$ cat src/rtl/commit_bus_arbiter.sv
// commit_bus_arbiter
//   Round-robin arbiter that shares the single commit bus between NUM_RS
//   reservation stations. At most one station is granted per cycle; the
//   winner gets a one-cycle grant pulse, and its packet is registered onto
//   the shared commit bus. The register file and all stations snoop the bus.
//
// Ports
//   Clock         in   rising-edge clock
//   Reset         in   asynchronous, active-low reset
//   iRequest      in   [NUM_RS]           commit request, bit k = station k
//   iCommitData   in   [NUM_RS*PACKET_W]  station k packet at [k*PACKET_W +: PACKET_W]
//   iStall        in   freeze the bus; no new grant is issued
//   oGrant        out  [NUM_RS]  registered one-hot (or zero) grant pulse
//   oCommitBus    out  [PACKET_W] registered winning packet, zero when idle
//   oCommitValid  out  oCommitBus carries a packet this cycle
//   oGrantIdx     out  [IDX_W]   index of the last winner (holds when idle)
//   oBusy         out  OR of the effective (self-masked) requests

`ifndef COMMIT_PACKET_SIZE
`define COMMIT_PACKET_SIZE 32
`endif

module commit_bus_arbiter #(
  parameter int NUM_RS   = 4,
  parameter int PACKET_W = `COMMIT_PACKET_SIZE,
  parameter int IDX_W    = 2
) (
  input  logic                       Clock,
  input  logic                       Reset,
  input  logic [NUM_RS-1:0]          iRequest,
  input  logic [NUM_RS*PACKET_W-1:0] iCommitData,
  input  logic                       iStall,
  output logic [NUM_RS-1:0]          oGrant,
  output logic [PACKET_W-1:0]        oCommitBus,
  output logic                       oCommitValid,
  output logic [IDX_W-1:0]           oGrantIdx,
  output logic                       oBusy
);

  logic [IDX_W-1:0]    ptr;
  logic [NUM_RS-1:0]   effReq_p0;
  logic                hiValid_p0;
  logic [IDX_W-1:0]    hiIdx_p0;
  logic [IDX_W-1:0]    loIdx_p0;
  logic [IDX_W-1:0]    winIdx_p0;
  logic                vld_p0;
  logic [NUM_RS-1:0]   grantNext_p0;
  logic [PACKET_W-1:0] winPacket_p0;

  // Stage p0: combinational arbitration on the current request vector.
  // The station granted this cycle may still hold its request while it
  // retires, so it is masked out to avoid a double grant.
  assign effReq_p0 = iRequest & ~oGrant;
  assign oBusy     = |effReq_p0;
  assign vld_p0    = ~iStall & (|effReq_p0);

  // Round-robin search split in two: the lowest set bit at or above ptr
  // wins; if there is none, the search wraps to the lowest set bit overall.
  // Scanning downward leaves the lowest matching index in each result.
  always_comb begin
    hiValid_p0 = 1'b0;
    hiIdx_p0   = '0;
    loIdx_p0   = '0;
    for (int k = NUM_RS - 1; k >= 0; k--) begin
      if (effReq_p0[k]) begin
        loIdx_p0 = IDX_W'(k);
        if (IDX_W'(k) >= ptr) begin
          hiValid_p0 = 1'b1;
          hiIdx_p0   = IDX_W'(k);
        end
      end
    end
  end

  assign winIdx_p0 = hiValid_p0 ? hiIdx_p0 : loIdx_p0;

  always_comb begin
    grantNext_p0 = '0;
    winPacket_p0 = '0;
    for (int k = 0; k < NUM_RS; k++) begin
      if (winIdx_p0 == IDX_W'(k)) begin
        grantNext_p0[k] = vld_p0;
        winPacket_p0    = iCommitData[k*PACKET_W +: PACKET_W];
      end
    end
  end

  // Stage p1: registered grant and commit bus. The bus is zeroed when idle
  // so snoopers never see a stale write-enable.
  always_ff @(posedge Clock or negedge Reset) begin
    if (!Reset) begin
      ptr          <= '0;
      oGrant       <= '0;
      oCommitBus   <= '0;
      oCommitValid <= 1'b0;
      oGrantIdx    <= '0;
    end else if (vld_p0) begin
      oGrant       <= grantNext_p0;
      oCommitBus   <= winPacket_p0;
      oCommitValid <= 1'b1;
      oGrantIdx    <= winIdx_p0;
      ptr          <= (winIdx_p0 == IDX_W'(NUM_RS - 1)) ? '0 : winIdx_p0 + IDX_W'(1);
    end else begin
      oGrant       <= '0;
      oCommitBus   <= '0;
      oCommitValid <= 1'b0;
    end
  end

endmodule

$ cat config.mk
export PLATFORM = sky130hd
export DESIGN_NAME = commit_bus_arbiter
export DESIGN_NICKNAME = d
export VERILOG_FILES = /design/src/rtl/commit_bus_arbiter.sv
export SDC_FILE = /design/constraint.sdc
export NUM_CORES = 1
export LEC_CHECK = 0
export CORE_AREA = 4 4 95 97
export CTS_CLUSTER_SIZE = 40
export DETAILED_ROUTE_END_ITERATION = 6
export DIE_AREA = 0 0 99 101
export PLACE_DENSITY = 0.74
export SETUP_SLACK_MARGIN = 0.3
export SYNTH_ARGS = -nofsm -noshare
export SYNTH_HDL_FRONTEND = slang
export SYNTH_SLANG_ARGS = --single-unit
$ cat constraint.sdc
create_clock -name Clock -period 2.22 [get_ports Clock]
set_input_delay 0.444 -clock Clock [delete_from_list [all_inputs] [get_ports Clock]]
set_output_delay 0.444 -clock Clock [all_outputs]
set_load 0.01 [all_outputs]
==> out/qor.csv, run 1 <==
metric,value,unit
finalWeightedCongestion,0.811,
failing_checks,setup timing,
routed_wl,9730,um
seq_area_frac_synth,0.373,
maximum_count_of_clock_buffers_along_a_single_path,2,
avg_inst_size_synth,10.4,um2
grtUsageTotal,0.191,
dieArea,0.0100,mm2
synth_largest_area_cell,dfrtp_1,
final_setup_violating_endpoints,31,
first_pass_iters,4,
timing.slew.headroom,0.786,
finalHoldViolations,0,
yosysWarningCount,0,
layout_setup_ws,-70.8,ps
fin_worst_skew,4.25,ps
max-vdd-ir-drop,0.689,mV
worst_max_slew_pin_slew,321,ps
cp-start-kind,register,
synthTopCellsByArea,"dfrtp_1 37%, a221oi_2 16%, a211o_1 10%, a21oi_2 9.2%, nand2_1 5.2%",
route.detailed.drc,0,
grt.overflow.total,0,
power.leakage,2.20,nW
synth.ff_latch_count,41,
multi_input_comb_area,0.00151,mm2
highest-signal-layer,met4,
y_dimension_of_the_die,101,um
wl_per_cell,17.2,um
postRouteAntennaNets,0,
antenna_found_initial,0,
finalHoldWorstSlack,114,ps
cts_inserted_buffers,5,
min_path_type,in2async,
timing.final.crit_share,1.03,
detailed_place_hpwl,6980,um
htree_levels,2,
mostFrequentLayoutCells,"168 x clkdlybuf4s50_1, 40 x dfrtp_1, 38 x nand2_1, 35 x inv_1",
unique_masters_post_synth,30,
rsz0062_at_grt,yes,
cp-end-kind,register,
initial_core_util,0.338,
clock_insertion_delay_worst_skew,290,ps
diodes,0,
wl_met1,3400,um
synth.net_count,404,
fillers,694,
syn_area,0.00275,mm2
status,"finished, violations left",
fp-row-count,33,
final_layout_size_suffix_gt1_frac,0.273,
die-width,99,um
portBuffers,174,
finalCriticalPeriod,2290,ps
drt-vias-per-instance,4.95,
area_delta_synth_final,87.5,%
maximum_number_of_pins_on_one_net_before_global_route_repair,42,
nNetsFinal,599,
routed-wl-met2,5370,um
layout.cells.most_common,clkdlybuf4s50_1,
area_post_placement,0.00477,mm2
via_count_of_the_first_global_routing_pass,3085,
ctsHoldBuffers,0,
cts.root.buffer_cell,clkbuf_8,
critical_path_fanouts_max,8,
grt_first_pass_wirelength,15200,um
wl_met3,828,um
max_cap_viol_count,0,
tritoncts,built,
detailroute.via_count,2801,
crit_arrival,2510,ps
cp_data_required_time,2440,ps
ff_latch_area,0.00103,mm2
cells_after_synthesis,265,
detailedRoute.firstIterationViolations,87,
clk_transition_reported_paths,80,ps
finalMaxSlewViolations,0,
final_cell_area,0.00515,mm2
design.portCount,175,
clock_sinks,41,
core_area,0.00813,mm2
powerDensity,1180,mW/mm2
netlist.area_leader.share,0.373,
criticalPathCategory,reg2reg,
final.setup.tns,-960,ps
max_freq,0.437,GHz
## per-layer routing
metal / vias to the layer above / track usage
met5: - / 0
met4: 0 / 0.0515
met3: 12 / 0.0623
met2: 107 / 0.362
met1: 1337 / 0.202
li1: 1345 / -
## worst paths after layout
kind | from | end | slack (ps) | cells after the start
hold / removal | Reset | oCommitBus[1] | 110 | 2
hold reg to reg | oGrantIdx[1] | oGrantIdx[1] | 500 | 2
max in group asynchronous | Reset | ptr[1] | 1890 | 2
setup / recovery | ptr[1] | oCommitBus[30] | -70 | 12
min in group Clock | oGrantIdx[1] | oGrantIdx[1] | 500 | 2
setup reg to reg | ptr[1] | oCommitBus[30] | -70 | 12
## layout make-up
cell class                 count  area share
inverter                      35      0.0255
multi-input combinational    163       0.292
clock buffer                   6      0.0141
timing repair buffer         214       0.442
sequential                    41       0.199
tap                          105      0.0255
clock inverter                 2     0.00194
## metrics by stage
stage	cells	power, mW	util	worst slack [ps]
4_1_cts	565	5.98	0.627	-65.7
6_report	566	6.06	0.634	-70.8
3_5_place_dp	543	4.93	0.586	-494
2_1_floorplan	265	3.55	-	156
5_1_grt	566	6.48	0.634	-178
3_3_place_gp	543	4.87	0.586	-431
## sequential cells by signal (all words and copies together), names as in the netlist
name	count
oCommitBus	32
oCommitValid	1
oGrant	4
oGrantIdx	2
ptr	2
## critical path, stage by stage (launching register included)
cell      delay, ps
dfrtp_2         450
and3b_1         200
nor3b_2         170
o22ai_2         140
buf_6           150
ha_4            170
nor2b_4         140
buf_12          120
buf_12          100
buf_16          130
a221oi_2         60
a211o_1         240
a21oi_2         140
## cells in the mapped netlist (all sizes together)
library cell,count
buf,12
and3b,1
nor2,1
nor2b,1
o31a,1
clkbuf,14
a221oi,32
o21a,1
inv,35
nand4bb,1
o21ai,4
o22ai,1
nand2,38
a211o,32
and2,4
ha,4
nand4,1
nand2b,4
dfrtp,41
nor3b,2
a41o,1
a21oi,33
and3,1
## report_power, final
part / switching [mW] / total [mW] / internal (mW)
combinational: 1.89 / 4.41 / 2.52
sequential: 0.119 / 1.16 / 1.04
clock: 0.267 / 0.485 / 0.219
total: 2.28 / 6.06 / 3.78
## timing repair
item / 4_1_cts / 5_1_grt
setup buffers: 11 / 1
endpoints found under the hold margin: 0 / 0
pin swaps: 12 / 5
gates cloned: 3 / 0
gates resized for setup: 19 / 6
endpoints found under the setup margin: 35 / 34
## logic make-up (layout without fill, tap and decap cells)
kind of cell | Yosys count | in the layout | synth area share
AND/OR/NAND/NOR | 54 | 54 | 0.0938
adder cells (fa/ha/maj) | 4 | 4 | 0.0182
flip-flops | 41 | 41 | 0.373
buffers and inverters | 61 | 257 | 0.126
AO/OA/AOI/OAI | 105 | 105 | 0.389
Power figures use the tool's default switching activity.
==> run 2, diff against run 1 <==
PLACE_DENSITY = 0.8   (was 0.74)
==> run 2 against run 1 <==
  * Sequential power about the same
  * Core utilization rose by 0.71 points
  * Clock skew rose by 3.6 ps
  * Power rose by 6.1%
  * Flip-flop and latch count unchanged
  * Clock-buffer cell count down 1
  * Largest cell class unchanged
  * Register-to-register slack hardly changed
  * The run still ends with setup timing left
  * Clock power increased by 48%
  * Cell count is 0.35% lower
  * Design area grew 1.1%
  * Non-clock buffer count fell by 2
  * Combinational power rose by 3%
==> out/qor.csv, run 2 (synthesis results as in run 1) <==
metric,value,unit,change
status,"finished, violations left",,
failing_checks,setup timing,,
mostFrequentLayoutCells,"168 x clkdlybuf4s50_1, 40 x dfrtp_1, 38 x nand2_1, 33 x inv_1",,
die-width,99,um,unchanged
max_cap_viol_count,0,,unchanged
diodes,0,,unchanged
cp-start-kind,register,,
critical_path_fanouts_max,8,,unchanged
layout_top_registers,"oCommitBus: 32 flops, oGrant: 4 flops",,
via_count_of_the_first_global_routing_pass,3131,,+1.5%
detailedRoute.firstIterationViolations,73,,-16%
dieArea,0.0100,mm2,unchanged
design.portCount,175,,unchanged
ctsHoldBuffers,0,,unchanged
power.leakage,2.22,nW,+1.1%
layout.cells.most_common,clkdlybuf4s50_1,,
detailed_place_hpwl,7130,um,+2.2%
preCtsSetupSlack,-518,ps,-24.2 ps
clock_sinks,41,,unchanged
postRouteAntennaNets,0,,unchanged
layout.cells.non_filler,564,,-0.35%
routed_wl,10500,um,+7.6%
design_power_total,6.43,mW,+6.1%
antenna_found_initial,0,,unchanged
y_dimension_of_the_die,101,um,unchanged
fin_worst_skew,7.87,ps,+3.62 ps
area_post_placement,0.00466,mm2,-2.2%
maximum_number_of_pins_on_one_net_before_global_route_repair,25,,-40%
detailroute.via_count,2911,,+3.9%
htree_levels,2,,unchanged
final_cell_area,0.00521,mm2,+1.1%
crit_arrival,2510,ps,about the same
reg2reg_slack,-60,ps,about the same
portBuffers,174,,unchanged
nNetsFinal,597,,-0.33%
rsz0062_at_grt,yes,,
finalMaxSlewViolations,0,,unchanged
placed_cells,534,,-1.7%
final_layout_size_suffix_gt1_frac,0.283,,+0.00991
finalHoldWorstSlack,90.7,ps,-23.4 ps
cts_inserted_buffers,5,,unchanged
final.setup.tns,-285,ps,+675 ps
cp_data_required_time,2440,ps,about the same
powerDensity,1230,mW/mm2,+4.9%
grt_first_pass_wirelength,15900,um,+4.2%
criticalPathCategory,reg2reg,,
first_pass_iters,4,,unchanged
registers.top_by_ff_count,oCommitBus,,
finalCriticalPeriod,2280,ps,-8.55 ps
clock_insertion_delay_worst_skew,290,ps,about the same
initial_core_util,0.338,,unchanged
max_freq,0.438,GHz,+0.37%
finish.utilization,0.641,,+0.00708
area_delta_synth_final,89.6,%,
clk_transition_reported_paths,90,ps,about the same
layout_setup_ws,-62.2,ps,+8.55 ps
timing.slew.headroom,0.687,,-0.0992
core_area,0.00813,mm2,unchanged
largest_reg_flops,32,,unchanged
grt.overflow.total,0,,unchanged
finalWeightedCongestion,0.781,,-3.7%
fillers,647,,-6.8%
grtUsageTotal,0.201,,+0.0101
maximum_count_of_clock_buffers_along_a_single_path,2,,unchanged
max-vdd-ir-drop,0.545,mV,-21%
final_setup_violating_endpoints,14,,-55%
wl_per_cell,18.6,um,+7.9%
fp-row-count,33,,unchanged
route.detailed.drc,0,,unchanged
drt-vias-per-instance,5.16,,+4.3%
cp-end-kind,register,,
worst_max_slew_pin_slew,470,ps,+149 ps
finalHoldViolations,0,,unchanged
cts.root.buffer_cell,clkbuf_8,,
tritoncts,built,,
timing.final.crit_share,1.03,,-0.00385
min_path_type,in2async,,
==> run 2: changes by cell type in the layout (fill, tap and decap cells not counted), sizes merged <==
cell,change
bufinv,+2
bufbuf,+1
buf,-4
clkinv,-1
==> run 2: cell type report <==
| cell class | count | area [um2] | share of cell area |
|---|---|---|---|
| clock buffer | 5 | 68.8 | 0.0132 |
| timing repair buffer | 212 | 2280 | 0.438 |
| tap | 105 | 131 | 0.0252 |
| clock inverter | 3 | 65.1 | 0.0125 |
| inverter | 35 | 134 | 0.0257 |
| sequential | 41 | 1030 | 0.197 |
| multi-input combinational | 163 | 1500 | 0.288 |
==> run 2: where the power goes <==
| group | switching (mW) | internal, mW | leakage [nW] |
|---|---|---|---|
| Combinational | 1.98 | 2.57 | 1.61 |
| Clock | 0.271 | 0.447 | 0.0681 |
| Sequential | 0.123 | 1.04 | 0.538 |
==> run 2: worst paths after layout <==
path | depth (start not counted) | end | from
max | 10 | oCommitBus[13] | oGrant[0]
min | 1 | oCommitBus[8] | Reset
max reg2reg | 10 | oCommitBus[13] | oGrant[0]
min reg2reg | 2 | oGrantIdx[1] | oGrantIdx[1]
max in group asynchronous | 2 | ptr[1] | Reset
min in group Clock | 2 | oGrantIdx[1] | oGrantIdx[1]
==> run 2: repair_timing <==
action,CTS,global route
resized for setup,23,10
buffers inserted,11,3
hold endpoints to repair,0,0
gates cloned,7,1
pin swaps,8,14
setup endpoints to repair,36,34
==> run 2: layer usage <==
metal | global-route usage | part of all wire | vias to the layer above
met5 | 0 | 0 | -
met4 | 0.0578 | 0.021 | 0
met3 | 0.0505 | 0.069 | 20
met2 | 0.385 | 0.55 | 122
met1 | 0.216 | 0.36 | 1427
li1 | - | - | 1342
==> run 2: worst max-delay path, cell delays in order (launching register included) <==
cell and delay [ps]:
dfrtp_1 410, nand2b_4 160, o21a_1 180, o22ai_2 250, ha_2 260, nor2b_4 190, buf_6 150, buf_12 140
a221oi_2 60, a211o_1 290, a21oi_2 130
==> run 3, diff against run 2 <==
CORE_AREA = 4 4 92 94   (was 4 4 95 97)
DIE_AREA = 0 0 96 98   (was 0 0 99 101)
PLACE_DENSITY = 0.81   (was 0.8)
clock period = 2.3 ns   (was 2.22 ns; I/O delays follow)
==> run 3 against run 2 <==
  * Maximum frequency up 2.7%
  * Die area down 5.9%
  * Largest cell class unchanged
  * Cell count is 1.2% lower
  * Design area decreased by 2.5%
  * Combinational power shrank 9.7%
  * Sequential power is 4% lower
  * The run now ends clean
  * Sequential share of layout area grew 0.51 points
  * Global-route usage is essentially flat
  * Highest routed layer unchanged
  * Worst hold slack improved by 140 ps
  * Clock-buffer cell count rose by 2
  * Wire length down 7.9%
==> out/qor.csv, run 3 (synthesis results as in run 1) <==
metric,value,unit,change
layout_setup_ws,76.8,ps,+139 ps
timing.slew.headroom,0.637,,-0.0497
postRouteAntennaNets,0,,unchanged
tritoncts,built,,
max_cap_viol_count,0,,unchanged
finalWeightedCongestion,0.748,,-4.2%
clock_sinks,41,,unchanged
core_area,0.00765,mm2,-6.0%
area_delta_synth_final,84.8,%,
design.portCount,175,,unchanged
power_frac_clock,0.105,,-0.007
crit_path_cell_trace,"and3b_2, nor3b_2, o22ai_2, ha_2, nor2b_4, buf_12, buf_12, a221oi_2, a211o_1, a21oi_2",,
dieArea,0.00941,mm2,-5.9%
portBuffers,174,,unchanged
crit_arrival,2450,ps,-60 ps
routed_wl,9640,um,-7.9%
finalMaxSlewViolations,0,,unchanged
clk_transition_reported_paths,80,ps,about the same
antenna_found_initial,0,,unchanged
max-vdd-ir-drop,0.574,mV,+5.2%
detailroute.via_count,2836,,-2.6%
largest_reg_flops,32,,unchanged
grt.overflow.total,0,,unchanged
mostFrequentLayoutCells,"168 x clkdlybuf4s50_1, 40 x dfrtp_1, 38 x nand2_1, 33 x inv_1",,
y_dimension_of_the_die,98,um,-3.0%
nNetsFinal,593,,-0.67%
diodes,0,,unchanged
layout.cells.most_common,clkdlybuf4s50_1,,
powerDensity,1150,mW/mm2,-6.8%
route.detailed.drc,0,,unchanged
seqPwrFrac,0.192,,+0.011
final_layout_size_suffix_gt1_frac,0.273,,-0.0107
finalHoldWorstSlack,233,ps,+143 ps
grt_first_pass_wirelength,14800,um,-6.9%
detailedRoute.firstIterationViolations,52,,-29%
htree_levels,2,,unchanged
intPower,3.65,mW,-10%
rsz0062_at_grt,yes,,
critical_path_buf_inv_count,2,,unchanged
finalHoldViolations,0,,unchanged
first_pass_iters,4,,unchanged
status,finished clean,,
power_switching_share,0.375,,+0.00635
maximum_count_of_clock_buffers_along_a_single_path,2,,unchanged
ctsHoldBuffers,0,,unchanged
final.setup.tns,0,ps,+285 ps
placed_cells,535,,+0.19%
cp-end-kind,register,,
power_switching,2.19,mW,-7.6%
layout_top_registers,"oCommitBus: 32 flops, oGrant: 4 flops",,
criticalPathCategory,reg2reg,,
fin_worst_skew,2.78,ps,-5.09 ps
timing.final.crit_share,0.967,,-0.0614
detailed_place_hpwl,6900,um,-3.2%
max_freq,0.450,GHz,+2.7%
drt-vias-per-instance,5.09,,-1.4%
initial_core_util,0.359,,+0.0215
final_setup_violating_endpoints,0,,-14
power.combinational.fraction,0.703,,-0.004
preCtsSetupSlack,-427,ps,+90.4 ps
maximum_number_of_pins_on_one_net_before_global_route_repair,42,,+68%
design_power_total,5.84,mW,-9.2%
layout.cells.non_filler,557,,-1.2%
min_path_type,in2async,,
critical-path-max-stage-delay,400,ps,about the same
finalCriticalPeriod,2220,ps,-59.0 ps
fp-row-count,32,,-3.0%
cp-start-kind,register,,
timing.critical_path.slowest_stage_cell,dfrtp_1,,
timing.critical_path.mode_cell,buf_12,,
wl_per_cell,17.3,um,-6.8%
registers.top_by_ff_count,oCommitBus,,
worst_max_slew_pin_slew,544,ps,+74.5 ps
die-width,96,um,-3.0%
via_count_of_the_first_global_routing_pass,3018,,-3.6%
clock_insertion_delay_worst_skew,290,ps,about the same
cp_top_family,compound AO/OA/AOI/OAI gates,,
critical_path_fanouts_max,8,,unchanged
grtUsageTotal,0.201,,about the same
cts.root.buffer_cell,clkbuf_8,,
power.leakage,2.15,nW,-2.9%
cp_data_required_time,2530,ps,+90 ps
cts_inserted_buffers,5,,unchanged
run 3: cell count changes in the layout (fill, tap and decap cells not counted), sizes merged:
cell / previous run / this run
buf: 36 / 35
clkbuf: 6 / 7
bufbuf: 2 / 0
bufinv: 2 / 1
clkinv: 1 / 0
run 3: path summary, 6_finish.rpt:
path                               from        endpoint  slack (ps)  depth (start not counted)
max                           oGrant[0]  oCommitBus[12]          80                         10
min                               Reset   oCommitBus[8]         230                          2
max reg2reg                   oGrant[0]  oCommitBus[12]          80                         10
min reg2reg                oGrantIdx[1]    oGrantIdx[1]         500                          2
max in group asynchronous         Reset          ptr[1]        1680                          2
min in group Clock         oGrantIdx[1]    oGrantIdx[1]         500                          2
run 3: final cells by class:
cell class              count  area (um2)
clock buffers               7        86.3
well taps                 102         128
inverters                  35         134
flip-flops and latches     41        1030
multi-input cells         163        1500
repair buffers            208        2170
fillers                   601        2570
clock inverters             1        30.0
run 3: power by group through the flow:
stage / combinational, mW / clock [mW] / sequential [mW]
6_report: 4.11 / 0.613 / 1.12
5_1_grt: 4.41 / 0.655 / 1.15
4_1_cts: 4.07 / 0.622 / 1.12
3_5_place_dp: 3.57 / 0 / 1.13
3_3_place_gp: 3.51 / 0 / 1.12
2_1_floorplan: 2.16 / 0 / 1.27
run 3: stage by stage:
step                       util  area (um2)
after CTS                 0.660        5040
after global routing      0.664        5080
after floorplan               -        2810
final                     0.664        5080
after global placement    0.616        4710
after detailed placement  0.616        4710
run 3: metal layers:
layer | track usage | wire length [um] | share of wire
met5 | 0 | 0 | 0
met4 | 0.0514 | 201 | 0.021
met3 | 0.0732 | 911 | 0.095
met2 | 0.389 | 5200 | 0.54
met1 | 0.194 | 3320 | 0.34
run 3: what timing repair did:
item                       CTS  global route
resized for setup           20             5
hold endpoints to repair     0             0
setup endpoints to repair   35            33
pin swaps                    7             8
setup buffers                7             3
cloned                       4             0
run 3: worst reg2reg max path, stage by stage, from the launching register on:
cell      delay (ps)
dfrtp_1          400
and3b_2          260
nor3b_2           50
o22ai_2          270
ha_2             230
nor2b_4          190
buf_12           140
buf_12           140
a221oi_2          60
a211o_1          300
a21oi_2          130
==> RTL change 1, RTL diff (config.mk and constraints of run 3) <==
Reset style: synchronous (`Reset`), changed in one clocked block. Comments in the files are not updated.
--- a/src/rtl/commit_bus_arbiter.sv
+++ b/src/rtl/commit_bus_arbiter.sv
@@ -87,7 +87,7 @@
 
   // Stage p1: registered grant and commit bus. The bus is zeroed when idle
   // so snoopers never see a stale write-enable.
-  always_ff @(posedge Clock or negedge Reset) begin
+  always_ff @(posedge Clock) begin
     if (!Reset) begin
       ptr          <= '0;
       oGrant       <= '0;
Function: differs if Reset is asserted again (counterexample within 4 cycles, from zero or initial values and one cycle with Reset low); with Reset held inactive, the same outputs for 10 cycles.
==> RTL change 1 against run 3 <==
Core utilization decreased by 2.2 points. Synthesized area shrank 14%. Cell count up 10%. Sequential cell count is the same. Critical endpoint is now oCommitBus[9]$_SDFF_PN0_. Design area is 3.4% lower. Count of clock-buffer cells in the layout down 2. Wire length up 4.5%. First-iteration DRC count rose by 3.8%. Setup slack gained 0.24 ns. Maximum frequency increased by 12%.
Power is not compared: it rests on default switching activity, and its combinational part moved more than twofold at a synthesized area within 25%.
==> RTL change 1: results (changes against run 3) <==
qor: synthesis.synthDistinctLibCells 31 [+3.3%]
qor: drt.routed_wire_length_per_instance 16.4 µm [-5.0%]
qor: place.placed_area 0.00440 mm² [-6.5%]
qor: finish.multi_input_cells 226 [+39%]
qor: finish.registers_with_the_most_flip_flops oCommitBus x32, oGrant x4
qor: pwr.static-leakage-power 1.95 nW
qor: place.detailedPlacementHpwl 6820 µm [-1.1%]
qor: clock_tree.cts_sinks 41 [unchanged]
qor: global_routing.grt_start_max_net_pins 33 [-21%]
qor: drt.routed_wl 10100 µm [+4.5%]
qor: finish.nFillCells 639 [+6.3%]
qor: finish.bufAreaShareNonClock 0.444 [+0.0164]
qor: sta.worst_pin_slew 0.325 ns [-0.220 ns]
qor: global_routing.global_route.usage.total 0.189 [-0.0117]
qor: finish.finish.instance_area 0.00491 mm² [-3.4%]
qor: worst_setup_path.critPathMaxFanout 15 [+7]
qor: min_path.hold_class reg -> reg
qor: drt.first_iter_violations 54 [+3.8%]
qor: place.dpl.cell_count 596 [+11%]
qor: place.finalWeightedCongestion 0.832 [+11%]
qor: synthesis.proportion_of_register_bits_with_asynchronous_set_or_reset_after_synthesis 0 [-1.00]
qor: synthesis.synth_flop_cell sky130_fd_sc_hd__dfxtp_1
qor: finish.final-seq-area 828 µm² [-19%]
qor: synthesis.post_synth_fa_ha_maj_area_fraction 0.0211 [+0.00288]
qor: worst_setup_path.critical-path-max-stage-delay 0.26 ns [-0.14 ns]
qor: synthesis.post_synth_main_area_contributors sky130_fd_sc_hd__dfxtp_1, sky130_fd_sc_hd__a21oi_1, sky130_fd_sc_hd__a22oi_1
qor: finish.clockNetworkAreaShare 0.0273 [+0.00436]
qor: finish.multi_input_combinational_cell_area 0.00150 mm² [+0.25%]
qor: drt.drt-vias-per-instance 5.04 [-1.1%]
qor: finish.finalNetCount 649 [+9.4%]
qor: worst_setup_path.critical-path-top-delay-family buffers and inverters
qor: global_routing.grt_pass1_wl 14100 µm [-4.3%]
qor: synthesis.fraction_of_synthesized_area_in_multiplexers 0.00422 [+0.00422]
qor: place.place_worst_setup_slack -0.410 ns [+0.0176 ns]
qor: finish.non_clock_buffer_count 201 [-3.4%]
qor: worst_setup_path.worstSetupPathType in -> reg
qor: worst_setup_path.crit_slowest_cell sky130_fd_sc_hd__and3b_2
qor: run_status.status finished, final reports clean
qor: synthesis.synth_seq_area_share 0.346 [-0.0274]
qor: finish.layout-drive-gt1-share 0.192 [-0.0807]
qor: synthesis.syn-num-nets 470 [+16%]
qor: global_routing.first_global_vias 3100 [+2.7%]
qor: clock_tree.clockBufferDepth 2 [unchanged]
qor: synthesis.synth_top_cells_by_count sky130_fd_sc_hd__a21oi_1, sky130_fd_sc_hd__dfxtp_1, sky130_fd_sc_hd__inv_1, sky130_fd_sc_hd__o21ai_0, sky130_fd_sc_hd__nand2_1
qor: place.io_buffer_count 174 [unchanged]
qor: sta.final_setup_skew 0.0110 ns [+0.00819 ns]
qor: synthesis.synth-compound-area-share 0.340 [-0.0487]
qor: clock_tree.cts.root.buffer_cell sky130_fd_sc_hd__clkbuf_8
qor: synthesis.synth_cells 331 [+25%]
## RTL change 1: cell count changes after synthesis, sizes merged, moves of 3 or more
cell	delta
a21oi	+31
a22oi	+32
o21ai	+31
a211o	-32
and3	+3
and2	-4
a221oi	-32
nand2	-3
dfxtp	+41
dfrtp	-41
nor2	+31
buf	+5
## RTL change 1: report_power, final
group	total, mW	internal (mW)	switching [mW]
Sequential	0.828	0.793	0.0356
Clock	0.696	0.432	0.264
Combinational	1.77	0.955	0.810
Total	3.29	2.18	1.11
## RTL change 1: timing repair
item | CTS | global route
gates resized for setup | 36 | 45
setup buffers | 1 | 2
gates cloned | 2 | 4
setup endpoints to repair | 38 | 32
pin swaps | 3 | 23
## RTL change 1: final timing paths
check	from	cells past startpoint	to	slack [ns]
max	iRequest[0]	11	oCommitBus[9]$_SDFF_PN0_	0.32
min reg2reg	oGrantIdx[0]$_SDFFE_PN0P_	2	oGrantIdx[0]$_SDFFE_PN0P_	0.48
min	oGrantIdx[0]$_SDFFE_PN0P_	2	oGrantIdx[0]$_SDFFE_PN0P_	0.48
max reg2reg	ptr[1]$_SDFFE_PN0P_	10	oCommitBus[9]$_SDFF_PN0_	0.33
## RTL change 1: kinds of logic (layout without fill, tap and decap cells)
logic type,after synthesis,in the layout
simple gates,83,83
flops,41,41
buf+inv,64,244
compound gates,138,138
fa+ha+maj,4,4
mux,1,1
## RTL change 1: layer usage
metal / share of wire / wire [µm] / GRT usage / vias to the layer above
li1: - / - / - / 1489
met1: 0.37 / 3700 / 0.182 / 1461
met2: 0.54 / 5390 / 0.364 / 127
met3: 0.084 / 850 / 0.0663 / 10
met4: 0.013 / 130 / 0.0591 / 0
met5: 0 / 0 / 0 / -
==> RTL change 2, RTL diff (flow settings as in run 3) <==
Made on the original files. `IDX_W`: 2 -> 3.
--- a/src/rtl/commit_bus_arbiter.sv
+++ b/src/rtl/commit_bus_arbiter.sv
@@ -23,7 +23,7 @@
 module commit_bus_arbiter #(
   parameter int NUM_RS   = 4,
   parameter int PACKET_W = `COMMIT_PACKET_SIZE,
-  parameter int IDX_W    = 2
+  parameter int IDX_W    = 3
 ) (
   input  logic                       Clock,
   input  logic                       Reset,
Interface: changed (resized oGrantIdx); port bits go from 175 to 176. The function was not compared with the original's and may differ.
==> RTL change 2 against run 3 <==
Setup slack got worse by 0.050 ns. Synthesized area rose by 0.41%. Design area fell by 0.86%. Power fell by 1.4%. Wire length fell by 3.1%. Global-route usage fell by 0.66 points. Via count fell by 2.6%. Clock power rose by 13%. Sequential cell count did not move. First-iteration DRC count rose by 15%. Largest cell class unchanged.
==> RTL change 2: results (changes against run 3) <==
qor: synthesis.synth-compound-area-share 0.387 [-0.00159]
qor: global_routing.global_route.usage.total 0.195 [-0.00658]
qor: sta.worst_pin_slew 0.945 ns [+0.401 ns]
qor: place.placed_area 0.00472 mm² [+0.24%]
qor: drt.first_iter_violations 60 [+15%]
qor: place.detailedPlacementHpwl 7000 µm [+1.5%]
qor: synthesis.syn_avg_cell_area 10.3 µm² [-0.34%]
qor: worst_setup_path.r2r_start ptr[1]$_DFFE_PN0P_
qor: clock_tree.htree_levels 2 [unchanged]
qor: finish.layout-drive-gt1-share 0.260 [-0.0120]
qor: pwr.ir_worst_vdd 0.610 mV [+6.4%]
qor: worst_setup_path.regToRegSetupSlack 0.03 ns [-0.05 ns]
qor: pwr.static-leakage-power 2.14 nW [-0.65%]
qor: run_status.status finished, final reports clean
qor: pwr.power.clock.fraction 0.121 [+0.016]
qor: worst_setup_path.cp.arrival 2.49 ns [+0.04 ns]
qor: place.dpl.cell_count 537 [+0.37%]
qor: synthesis.synthDistinctLibCells 31 [+3.3%]
qor: synthesis.post_synth_fa_ha_maj_area_fraction 0.0181 [-0.0000743]
qor: drt.routed_wire_length_per_instance 16.8 µm [-2.8%]
qor: synthesis.synth_largest_type_area_fraction 0.372 [-0.00152]
qor: global_routing.grt_pass1_wl 14400 µm [-2.2%]
qor: place.finalWeightedCongestion 0.771 [+3.1%]
qor: worst_setup_path.reg2regPathDepth 11 [+1]
qor: worst_setup_path.critical_path.reg2reg.endpoint oCommitBus[4]$_DFF_PN0_
qor: synthesis.syn-num-nets 406 [+0.50%]
qor: finish.finalNetCount 591 [-0.34%]
qor: sta.whs 0.310 ns [+0.0761 ns]
qor: drt.drt-vias-per-instance 4.97 [-2.3%]
qor: global_routing.first_global_vias 2980 [-1.3%]
qor: finish.nFillCells 603 [+0.33%]
qor: sta.final_setup_skew 0.00268 ns [-0.000101 ns]
qor: synthesis.synth_seq_area_share 0.372 [-0.00152]
-- RTL change 2: cell count changes in the layout (fill, tap and decap cells not counted), sizes merged --
cell,run 3,this run
clkinv,0,1
conb,0,1
buf,35,32
clkbuf,7,5
bufinv,1,2
-- RTL change 2: critical path: stages --
cell and delay [ns]:
sky130_fd_sc_hd__dlygate4sd2_1 0.27, sky130_fd_sc_hd__and3b_2 0.24, sky130_fd_sc_hd__nor3b_2 0.18, sky130_fd_sc_hd__o22ai_2 0.12, sky130_fd_sc_hd__buf_4 0.16, sky130_fd_sc_hd__ha_4 0.17, sky130_fd_sc_hd__nor2b_4 0.13, sky130_fd_sc_hd__buf_6 0.14
sky130_fd_sc_hd__buf_12 0.14, sky130_fd_sc_hd__a221oi_2 0.06, sky130_fd_sc_hd__a211o_1 0.30, sky130_fd_sc_hd__a21oi_2 0.13
-- RTL change 2: cells by family after synthesis --
logic type	Yosys count
AO/OA/AOI/OAI	105
other	1
AND/OR/NAND/NOR	54
buffers and inverters	62
flip-flops	41
adder cells (fa/ha/maj)	4
-- RTL change 2: area by class of cell --
type	count	area, µm²	area share
Multi-Input combinational cell	164	1510	0.300
Clock buffer	5	68.8	0.0137
Clock inverter	3	65.1	0.0129
Timing Repair Buffer	205	2110	0.418
Tap cell	102	128	0.0253
Inverter	35	131	0.0261
Sequential cell	41	1030	0.204
-- RTL change 2: how the worst max path moves through the flow --
stage / start / to / slack [ns]
after global routing: ptr[1]$_DFFE_PN0P_ / oCommitBus[3]$_DFF_PN0_ / -0.09
after floorplan: oGrant[0]$_DFF_PN0_ / oCommitBus[30]$_DFF_PN0_ / 0.22
final: iRequest[0] / oCommitBus[4]$_DFF_PN0_ / 0.03
after detailed placement: iRequest[0] / oCommitBus[30]$_DFF_PN0_ / -0.45
after global placement: iRequest[0] / oCommitBus[30]$_DFF_PN0_ / -0.35
after CTS: ptr[1]$_DFFE_PN0P_ / oCommitBus[3]$_DFF_PN0_ / 0.03
-- RTL change 2: what timing repair did --
| action | CTS | global route |
|---|---|---|
| resized for setup | 16 | 5 |
| setup endpoints to repair | 35 | 32 |
| pin swaps | 22 | 18 |
| gates cloned | 2 | 0 |
| buffers inserted | 8 | 0 |
-- RTL change 2: per-stage QoR --
stage,worst slack (ns),setup TNS [ns]
2_1_floorplan,0.222,0
3_3_place_gp,-0.353,-10.68
3_5_place_dp,-0.451,-13.06
4_1_cts,0.0350,0
5_1_grt,-0.0941,-1.16
6_report,0.0265,0
-- RTL change 2: metal layers --
metal	track usage	vias up	part of all wire
met3	0.0570	10	0.085
met4	0.0481	0	0.015
met1	0.198	1315	0.35
li1	-	1326	-
met2	0.376	110	0.55
met5	0	-	0
